`src/rtl/cpu_pkg.sv`:
```
// Shared constants and bundle types for the 16-bit pipelined core.
// Included by every stage; defines the IF/ID bundle layout.
package cpu_pkg;

  localparam int PC_W    = 16;
  localparam int INSTR_W = 16;

  localparam logic [INSTR_W-1:0] NOP_INSTR = 16'h0000;

  localparam int OPC_HI = 15;
  localparam int OPC_LO = 12;
  localparam logic [3:0] OPC_HALT = 4'hF;

  typedef struct packed {
    logic [INSTR_W-1:0] instr;
    logic [PC_W-1:0]    pc;
    logic [PC_W-1:0]    pc1;
    logic               valid;
  } if_id_t;

endpackage

```
`src/rtl/fetch_stage_if_id_reg.sv`:
```
// IF/ID pipeline register with hold and bubble controls.
// Hold beats bubble; a bubble still records the squashed slot's PCs.
module if_id_reg
  import cpu_pkg::*;
#(
  parameter int               PC_W = 16,
  parameter logic [15:0]      NOP  = 16'h0000
) (
  input  logic              clk,
  input  logic              rst_n,
  input  logic              i_hold,
  input  logic              i_bubble,
  input  logic [15:0]       i_instr,
  input  logic [PC_W-1:0]   i_pc,
  input  logic [PC_W-1:0]   i_pc1,
  output logic [15:0]       o_instr,
  output logic [PC_W-1:0]   o_pc,
  output logic [PC_W-1:0]   o_pc1,
  output logic              o_valid
);

  logic [15:0]     r_instr;
  logic [PC_W-1:0] r_pc;
  logic [PC_W-1:0] r_pc1;
  logic            r_valid;

  // Capture, hold, or squash the slot being fetched
  always_ff @(posedge clk) begin
    if (!rst_n) begin
      r_instr <= NOP;
      r_pc    <= '0;
      r_pc1   <= '0;
      r_valid <= 1'b0;
    end else if (i_hold) begin
      r_instr <= r_instr;
      r_pc    <= r_pc;
      r_pc1   <= r_pc1;
      r_valid <= r_valid;
    end else if (i_bubble) begin
      r_instr <= NOP;
      r_pc    <= i_pc;
      r_pc1   <= i_pc1;
      r_valid <= 1'b0;
    end else begin
      r_instr <= i_instr;
      r_pc    <= i_pc;
      r_pc1   <= i_pc1;
      r_valid <= 1'b1;
    end
  end

  assign o_instr = r_instr;
  assign o_pc    = r_pc;
  assign o_pc1   = r_pc1;
  assign o_valid = r_valid;

endmodule

```
`src/rtl/fetch_stage.sv`:
```
// Instruction fetch: PC, redirect/stall/flush priority, IF/ID.
// Optional HALT freeze enabled by defining FETCH_HALT_EN.
module fetch_stage
  import cpu_pkg::*;
#(
  parameter int              PC_W      = 16,
  parameter logic [PC_W-1:0] RESET_PC  = '0,
  parameter logic [15:0]     NOP_INSTR = 16'h0000
) (
  input  logic              clk,
  input  logic              rst_n,
  input  logic              stall,
  input  logic              flush,
  input  logic              branch_taken,
  input  logic [PC_W-1:0]   branch_target,
  input  logic [15:0]       imem_instr,
  output logic [PC_W-1:0]   pc,
  output logic [15:0]       if_id_instr,
  output logic [PC_W-1:0]   if_id_pc,
  output logic [PC_W-1:0]   if_id_pc1,
  output logic              if_id_valid,
  output logic              halted
);

  logic [PC_W-1:0] r_pc;
  logic [PC_W-1:0] w_pc_inc;
  logic            w_hold;
  logic            w_bubble;
  logic            w_frozen;

  assign w_pc_inc = r_pc + PC_W'(1);
  assign w_hold   = stall & ~branch_taken;

`ifdef FETCH_HALT_EN
  logic       r_halted;
  logic [3:0] w_opc;
  logic       w_halt_hit;

  assign w_opc      = imem_instr[OPC_HI:OPC_LO];
  assign w_halt_hit = ~branch_taken & ~stall & ~flush
                    & ~r_halted & (w_opc == OPC_HALT);
  assign w_frozen   = r_halted & ~branch_taken;

  // Latch HALT until a redirect or reset releases fetch
  always_ff @(posedge clk) begin
    if (!rst_n)
      r_halted <= 1'b0;
    else if (branch_taken)
      r_halted <= 1'b0;
    else if (w_halt_hit)
      r_halted <= 1'b1;
  end

  assign halted = r_halted;
`else
  assign w_frozen = 1'b0;
  assign halted   = 1'b0;
`endif

  assign w_bubble = branch_taken | flush | w_frozen;

  // Next PC: redirect, hold on stall/freeze, else advance
  always_ff @(posedge clk) begin
    if (!rst_n)
      r_pc <= RESET_PC;
    else if (branch_taken)
      r_pc <= branch_target;
    else if (stall || w_frozen)
      r_pc <= r_pc;
    else
      r_pc <= w_pc_inc;
  end

  assign pc = r_pc;

  if_id_reg #(
    .PC_W (PC_W),
    .NOP  (NOP_INSTR)
  ) u_if_id (
    .clk      (clk),
    .rst_n    (rst_n),
    .i_hold   (w_hold),
    .i_bubble (w_bubble),
    .i_instr  (imem_instr),
    .i_pc     (r_pc),
    .i_pc1    (w_pc_inc),
    .o_instr  (if_id_instr),
    .o_pc     (if_id_pc),
    .o_pc1    (if_id_pc1),
    .o_valid  (if_id_valid)
  );

endmodule

```
`config.mk`:
```
export PLATFORM = sky130hd
export DESIGN_NAME = fetch_stage
export DESIGN_NICKNAME = d
export VERILOG_FILES = /design/src/rtl/cpu_pkg.sv /design/src/rtl/fetch_stage_if_id_reg.sv /design/src/rtl/fetch_stage.sv
export SDC_FILE = /design/constraint.sdc
export NUM_CORES = 1
export LEC_CHECK = 0
export CORE_ASPECT_RATIO = 1.75
export CORE_MARGIN = 2
export CORE_UTILIZATION = 48
export CTS_CLUSTER_DIAMETER = 30
export CTS_CLUSTER_SIZE = 10
export DETAILED_ROUTE_END_ITERATION = 16
export HOLD_SLACK_MARGIN = 0.02
export PLACE_DENSITY = 0.85
export SLEW_MARGIN = 20
export SYNTH_ARGS = -nofsm -noshare
export SYNTH_HDL_FRONTEND = slang
export SYNTH_SLANG_ARGS = --single-unit
```
`constraint.sdc`:
```
create_clock -name clk -period 5.1 [get_ports clk]
set_clock_uncertainty 0.05 [all_clocks]
set_input_delay 0.51 -clock clk [delete_from_list [all_inputs] [get_ports clk]]
set_output_delay 0.51 -clock clk [all_outputs]
set_load 0.005 [all_outputs]
```
; Word level (Yosys, flattened, before mapping)
; Cells that the tools add are included.
[word_totals]
word_cells = 14
regBits = 65
in_bits = 37
out_inout_bits = 66
[op_classes]
muxes = 4
add_sub_neg = 1
eq_ne = 1
bitwise = 3
[op_table]
columns = operator, n
row1 = $mux 16, 3
row2 = $add 16x1->16 const B, 1
row3 = $ne 2x1->1 const B, 1
row4 = $and 1x1->1, 1
row5 = $mux 1, 1
row6 = $not 1->1, 1
row7 = $or 1x1->1, 1

; Depth between registers and ports, before layout
[depth]
word_depth = 3
ltp_mapped = 6
mapped_depth_nobuf = 5

; Hierarchy
; Synthesis repeated with hierarchy kept, for this count alone.
[unflattened]
hier_cells = 320
area_unflattened_um2 = 2986.6
[by_module_without_submodules]
columns = module, n_inst, cells_per_inst, area_each_um2, seq_area_each_um2
row1 = if_id_reg, 1, 178, 1878.1, 980.9
row2 = fetch_stage, 1, 142, 1108.6, 320.3

; Least setup slack after synthesis
; Ideal clock, no wire load.
[synth_timing]
path_kind = reg-to-reg
from = register r_pc[1] (netlist: pc[1])
to = register r_pc[14] (netlist: pc[14])
required_time_ps = 4976
t_arrival_ps = 1611
path_buffers = 1
slack_ps = 3365
setup_time_ps = 74
path_stages_with_launch = 6
synth_period_minus_slack_ps = 1735
cell_sequence = dfxtp_1 -> ha_1 -> clkbuf_1 -> nand3b_1 -> or4_1 -> a31oi_1
[synth_between]
elab_chain_len = 3
[synth_lines]
columns = item, line
row1 = from (decl), fetch_stage.sv:25  ; logic [PC_W-1:0] r_pc;
row2 = from (signal assigned), fetch_stage.sv:67  ; r_pc <= branch_target;
row3 = from (signal assigned), fetch_stage.sv:69  ; r_pc <= r_pc;
row4 = from (signal assigned), fetch_stage.sv:71  ; r_pc <= w_pc_inc;
row5 = $add 16x1->16, fetch_stage.sv:31  ; assign w_pc_inc = r_pc + PC_W'(1);
row6 = $mux 16, fetch_stage.sv:68  ; else if (stall || w_frozen)
row7 = $mux 16, fetch_stage.sv:66  ; else if (branch_taken)
; Every way passes these cells. The select of a mux whose other input is x is not followed.
; A chain may end at the register's enable or synchronous reset.

; Worst setup path in the final report
[layout_timing]
from = input port branch_taken
to = register u_if_id.r_pc1[5] (netlist: u_if_id.o_pc1[5])
[layout_between]
elab_chain_len = 2
[layout_lines]
columns = item, line
row1 = from (decl), fetch_stage.sv:14  ; input logic branch_taken,
row2 = $not 1->1, fetch_stage.sv:32  ; assign w_hold = stall & ~branch_taken;
row3 = $and 1x1->1, fetch_stage.sv:32
row4 = to (signal assigned), fetch_stage_if_id_reg.sv:37  ; r_pc1 <= r_pc1;
row5 = to (signal assigned), fetch_stage_if_id_reg.sv:42  ; r_pc1 <= i_pc1;
row6 = to (signal assigned), fetch_stage_if_id_reg.sv:47  ; r_pc1 <= i_pc1;
row7 = to (decl), fetch_stage_if_id_reg.sv:24  ; logic [PC_W-1:0] r_pc1;
; Every way passes these cells.

==> metrics.md <==
| Metric | Value |
|---|---|
| Fin crit share | `52.2%` |
| Most common cell after layout, fill and taps aside | `sky130_fd_sc_hd__clkdlybuf4s50_1` |
| Clock tree from TritonCTS | `built` |
| Flip-flop and latch count after synthesis | `65` |
| Number of antenna-violating nets in the routed design | `0` |
| Mapped Cells | `327` |
| Std-Cell Rows | `37` |
| Max rail drop VDD | `0.237 mV` |
| Largest net degree at the start of global routing | `66` |
| Starting density of the core | `49.0%` |
| Share of final-layout standard cells stronger than drive strength 1 | `5.07%` |
| Cells along the critical path | `clkdlybuf4s50_1 -> inv_1 -> nand2_1 -> buf_4 -> o21ai_0 -> a21oi_1` |
| Final count of hold timing violations | `0` |
| Leading cell types in the layout, fill and taps excluded | `sky130_fd_sc_hd__clkdlybuf4s50_1, sky130_fd_sc_hd__dfxtp_1, sky130_fd_sc_hd__nand2_1` |
| DRC marker count from the first detailed-route iteration | `82` |
| Later-pin clock latency in the skew report | `0.34 ns` |
| EDFF count, synth | `0` |
| Post-CTS Setup Inserts | `0` |
| Peak per-stage delay on the critical path | `0.62 ns` |
| Global-route wire length before repair | `10,800 µm` |
| Die footprint | `6560 µm²` |
| Met3 wire length | `496 µm` |
| Number of remaining DRC errors | `0` |
| Worst Path Required | `5.27 ns` |
| Largest cells by area after synthesis | `sky130_fd_sc_hd__dfxtp_1, sky130_fd_sc_hd__nand2_1, sky130_fd_sc_hd__xnor2_1, sky130_fd_sc_hd__o21ai_0, sky130_fd_sc_hd__a21boi_0` |
| Clock transition at the registers of the reported paths | `0.07 ns` |
| Category of the most critical setup path | `input pin to flip-flop` |
| Cell area power density | `287 nW/µm²` |
| Hold-fix buffers at CTS | `0` |
| Root buffer cell | `sky130_fd_sc_hd__clkbuf_8` |
| Worst hold path depth | `2` |
| Sort of element at the end of the critical path | `flip-flop` |
| Seq/Total Area, Yosys | `45.9%` |
| Buffers & Inverters on Critical Path | `3` |
| Accumulated negative setup slack | `0 ns` |
| Number of levels in the clock H-tree | `3` |
| Number of sinks handled by clock tree synthesis | `65` |
| Via count of the first global-routing pass | `2,313` |
| Max-slew violation count | `0` |
| Cell type with the highest aggregate area in the netlist | `sky130_fd_sc_hd__dfxtp_1` |
| Class of the most critical hold timing path | `flip-flop to flip-flop` |
| Worst rel slew slack | `35.5%` |
| Detail Placement HPWL | `4700 µm` |
| Layout Area Growth over Synthesis | `41.5%` |
| Post-CTS resize count | `0` |
| Initial antenna violation count | `0` |
| RSZ-0062 raised after global routing | `no` |
| Number of buffer cells added on primary ports | `101` |
| # diodes | `0` |
| Reg2Reg Depth | `4` |
| Fill cell instance count of the final layout | `506` |
| Leading register cell type out of synthesis | `sky130_fd_sc_hd__dfxtp_1` |
| Number of clock buffers inserted by TritonCTS | `9` |
| Global Route Usage Sum | `22.0%` |
| Number of warnings issued by yosys | `0` |
| Global placer's final weighted congestion | `0.836` |
| Max Cap Viol | `0` |
| Least-Margin Pin Slew | `0.962 ns` |
| Drt total wl | `7020 µm` |
| Final critical path time including I/O delays and setup | `2.66 ns` |
| Boundary pin count | `103` |
| Die Y-Extent | `106 µm` |
| Data arrival, critical path | `2.83 ns` |
| Async S/R FF share, synth | `0%` |
| Static Leak | `1.37 nW` |
| Share of the synthesized area in the top cell type | `45.9%` |
| Maximum operating frequency | `376 MHz` |
| Vias per inst | `5.26` |
| Kind of cell adding the most delay to the critical path | `buffers and inverters` |
| Count of TritonRoute iterations in the first routing pass | `4` |
| Horizontal die dimension | `62.1 µm` |
| Outcome | `finished clean` |
| Post-synthesis instance area | `2830 µm²` |
| Net count after synthesis | `365` |
| Cell with the largest stage delay on the worst path | `sky130_fd_sc_hd__clkdlybuf4s50_1` |
| Final global-route overflow total | `0` |
| Fin nets | `447` |
| Avg Cell Area, Syn | `8.67 µm²` |
| Type of origin of the critical path | `input pin` |
| Max Buffers Root-to-Sink | `2` |
| Core Region | `5790 µm²` |
| Biggest fanout along the worst timing path | `32` |
| Uppermost signal routing layer after detailed routing | `met4` |
| Stages on the worst setup path | `6` |
| Routed wire length on met2 | `3580 µm` |
| Count of final setup violators | `0` |
| Power after layout | `1.15 mW` |
| Detailed-route via count | `2,588` |
| Met1 layer wirelength in the final routing | `2770 µm` |
| Detailed-route wire length per cell | `14.3 µm` |
| Count of distinct cell types in the synthesized netlist | `33` |
==> worst min-delay path: stages (launching register included) <==
cell and delay [ns]:
sky130_fd_sc_hd__dfxtp_1 0.31, sky130_fd_sc_hd__nand2_1 0.05, sky130_fd_sc_hd__a21boi_0 0.06
==> power by group <==
part	switching (mW)	leakage (nW)	internal [mW]	total, mW
clock	0.194	0.0953	0.237	0.431
combinational	0.0590	0.740	0.0954	0.154
sequential	0.0300	0.534	0.534	0.564
==> layer usage <==
layer	up-vias	global-route usage, %
met5	-	0
met4	0	11.4
met3	15	6.26
met2	96	35.0
met1	1178	25.6
li1	1299	-
==> registers in the layout (all words and copies together) (netlist names) <==
register / flops
pc: 16
u_if_id.o_instr: 16
u_if_id.o_pc: 16
u_if_id.o_pc1: 16
u_if_id.o_valid: 1
==> area by class of cell <==
class / count / area, µm² / area share [%]
clock buffer: 11 / 141 / 3.52
clock inverter: 5 / 55.1 / 1.37
inverter: 3 / 11.3 / 0.281
multi-input combinational: 227 / 1380 / 34.5
sequential: 65 / 1300 / 32.4
tap: 78 / 97.6 / 2.43
timing repair buffer: 103 / 1020 / 25.5
==> path summary, 6_finish.rpt <==
check	from	end	slack (ns)
min reg2reg	u_if_id.o_pc1[1]$_SDFFE_PN0N_	u_if_id.o_pc1[1]$_SDFFE_PN0N_	0.41
max reg2reg	pc[2]$_SDFFE_PN0N_	pc[12]$_SDFFE_PN0N_	2.98
min	u_if_id.o_pc1[1]$_SDFFE_PN0N_	u_if_id.o_pc1[1]$_SDFFE_PN0N_	0.41
max	branch_taken	u_if_id.o_pc1[5]$_SDFFE_PN0N_	2.44
==> cell families after synthesis <==
| family | synth area share, % |
|---|---|
| compound gates | 20.5 |
| simple gates | 19.9 |
| mux | 0.353 |
| fa+ha+maj | 0.441 |
| other cells | 0.132 |
| flops | 45.9 |
| xor+xnor | 7.42 |
| buf+inv | 5.34 |
==> Yosys cell counts (all sizes together), types with 3 or more instances <==
master	instances
dfxtp	65
nand2	46
o21ai	27
clkbuf	23
a21oi	19
nor2b	19
xnor2	18
a21boi	17
a22oi	16
nor3	11
buf	9
nand3	6
xor2	6
a31oi	4
and2	4
nand4	4
nor4	4
o211a	4
o31ai	4
or4	4
and4	3
inv	3
nand4b	3
nor2	3
==> per-stage QoR <==
stage	cells	util, %	setup slack, ns	hold WS, ns	instance area (µm²)
final	492	69.3	2.44	0.413	4010
after global routing	492	69.3	2.20	0.437	4010
after CTS	492	69.3	2.47	0.417	4010
after detailed placement	476	65.9	2.13	0.407	3810
after global placement	476	65.9	2.27	0.402	3810
after floorplan	327	-	3.36	0.407	2830
(Power assumes the default switching activity.)
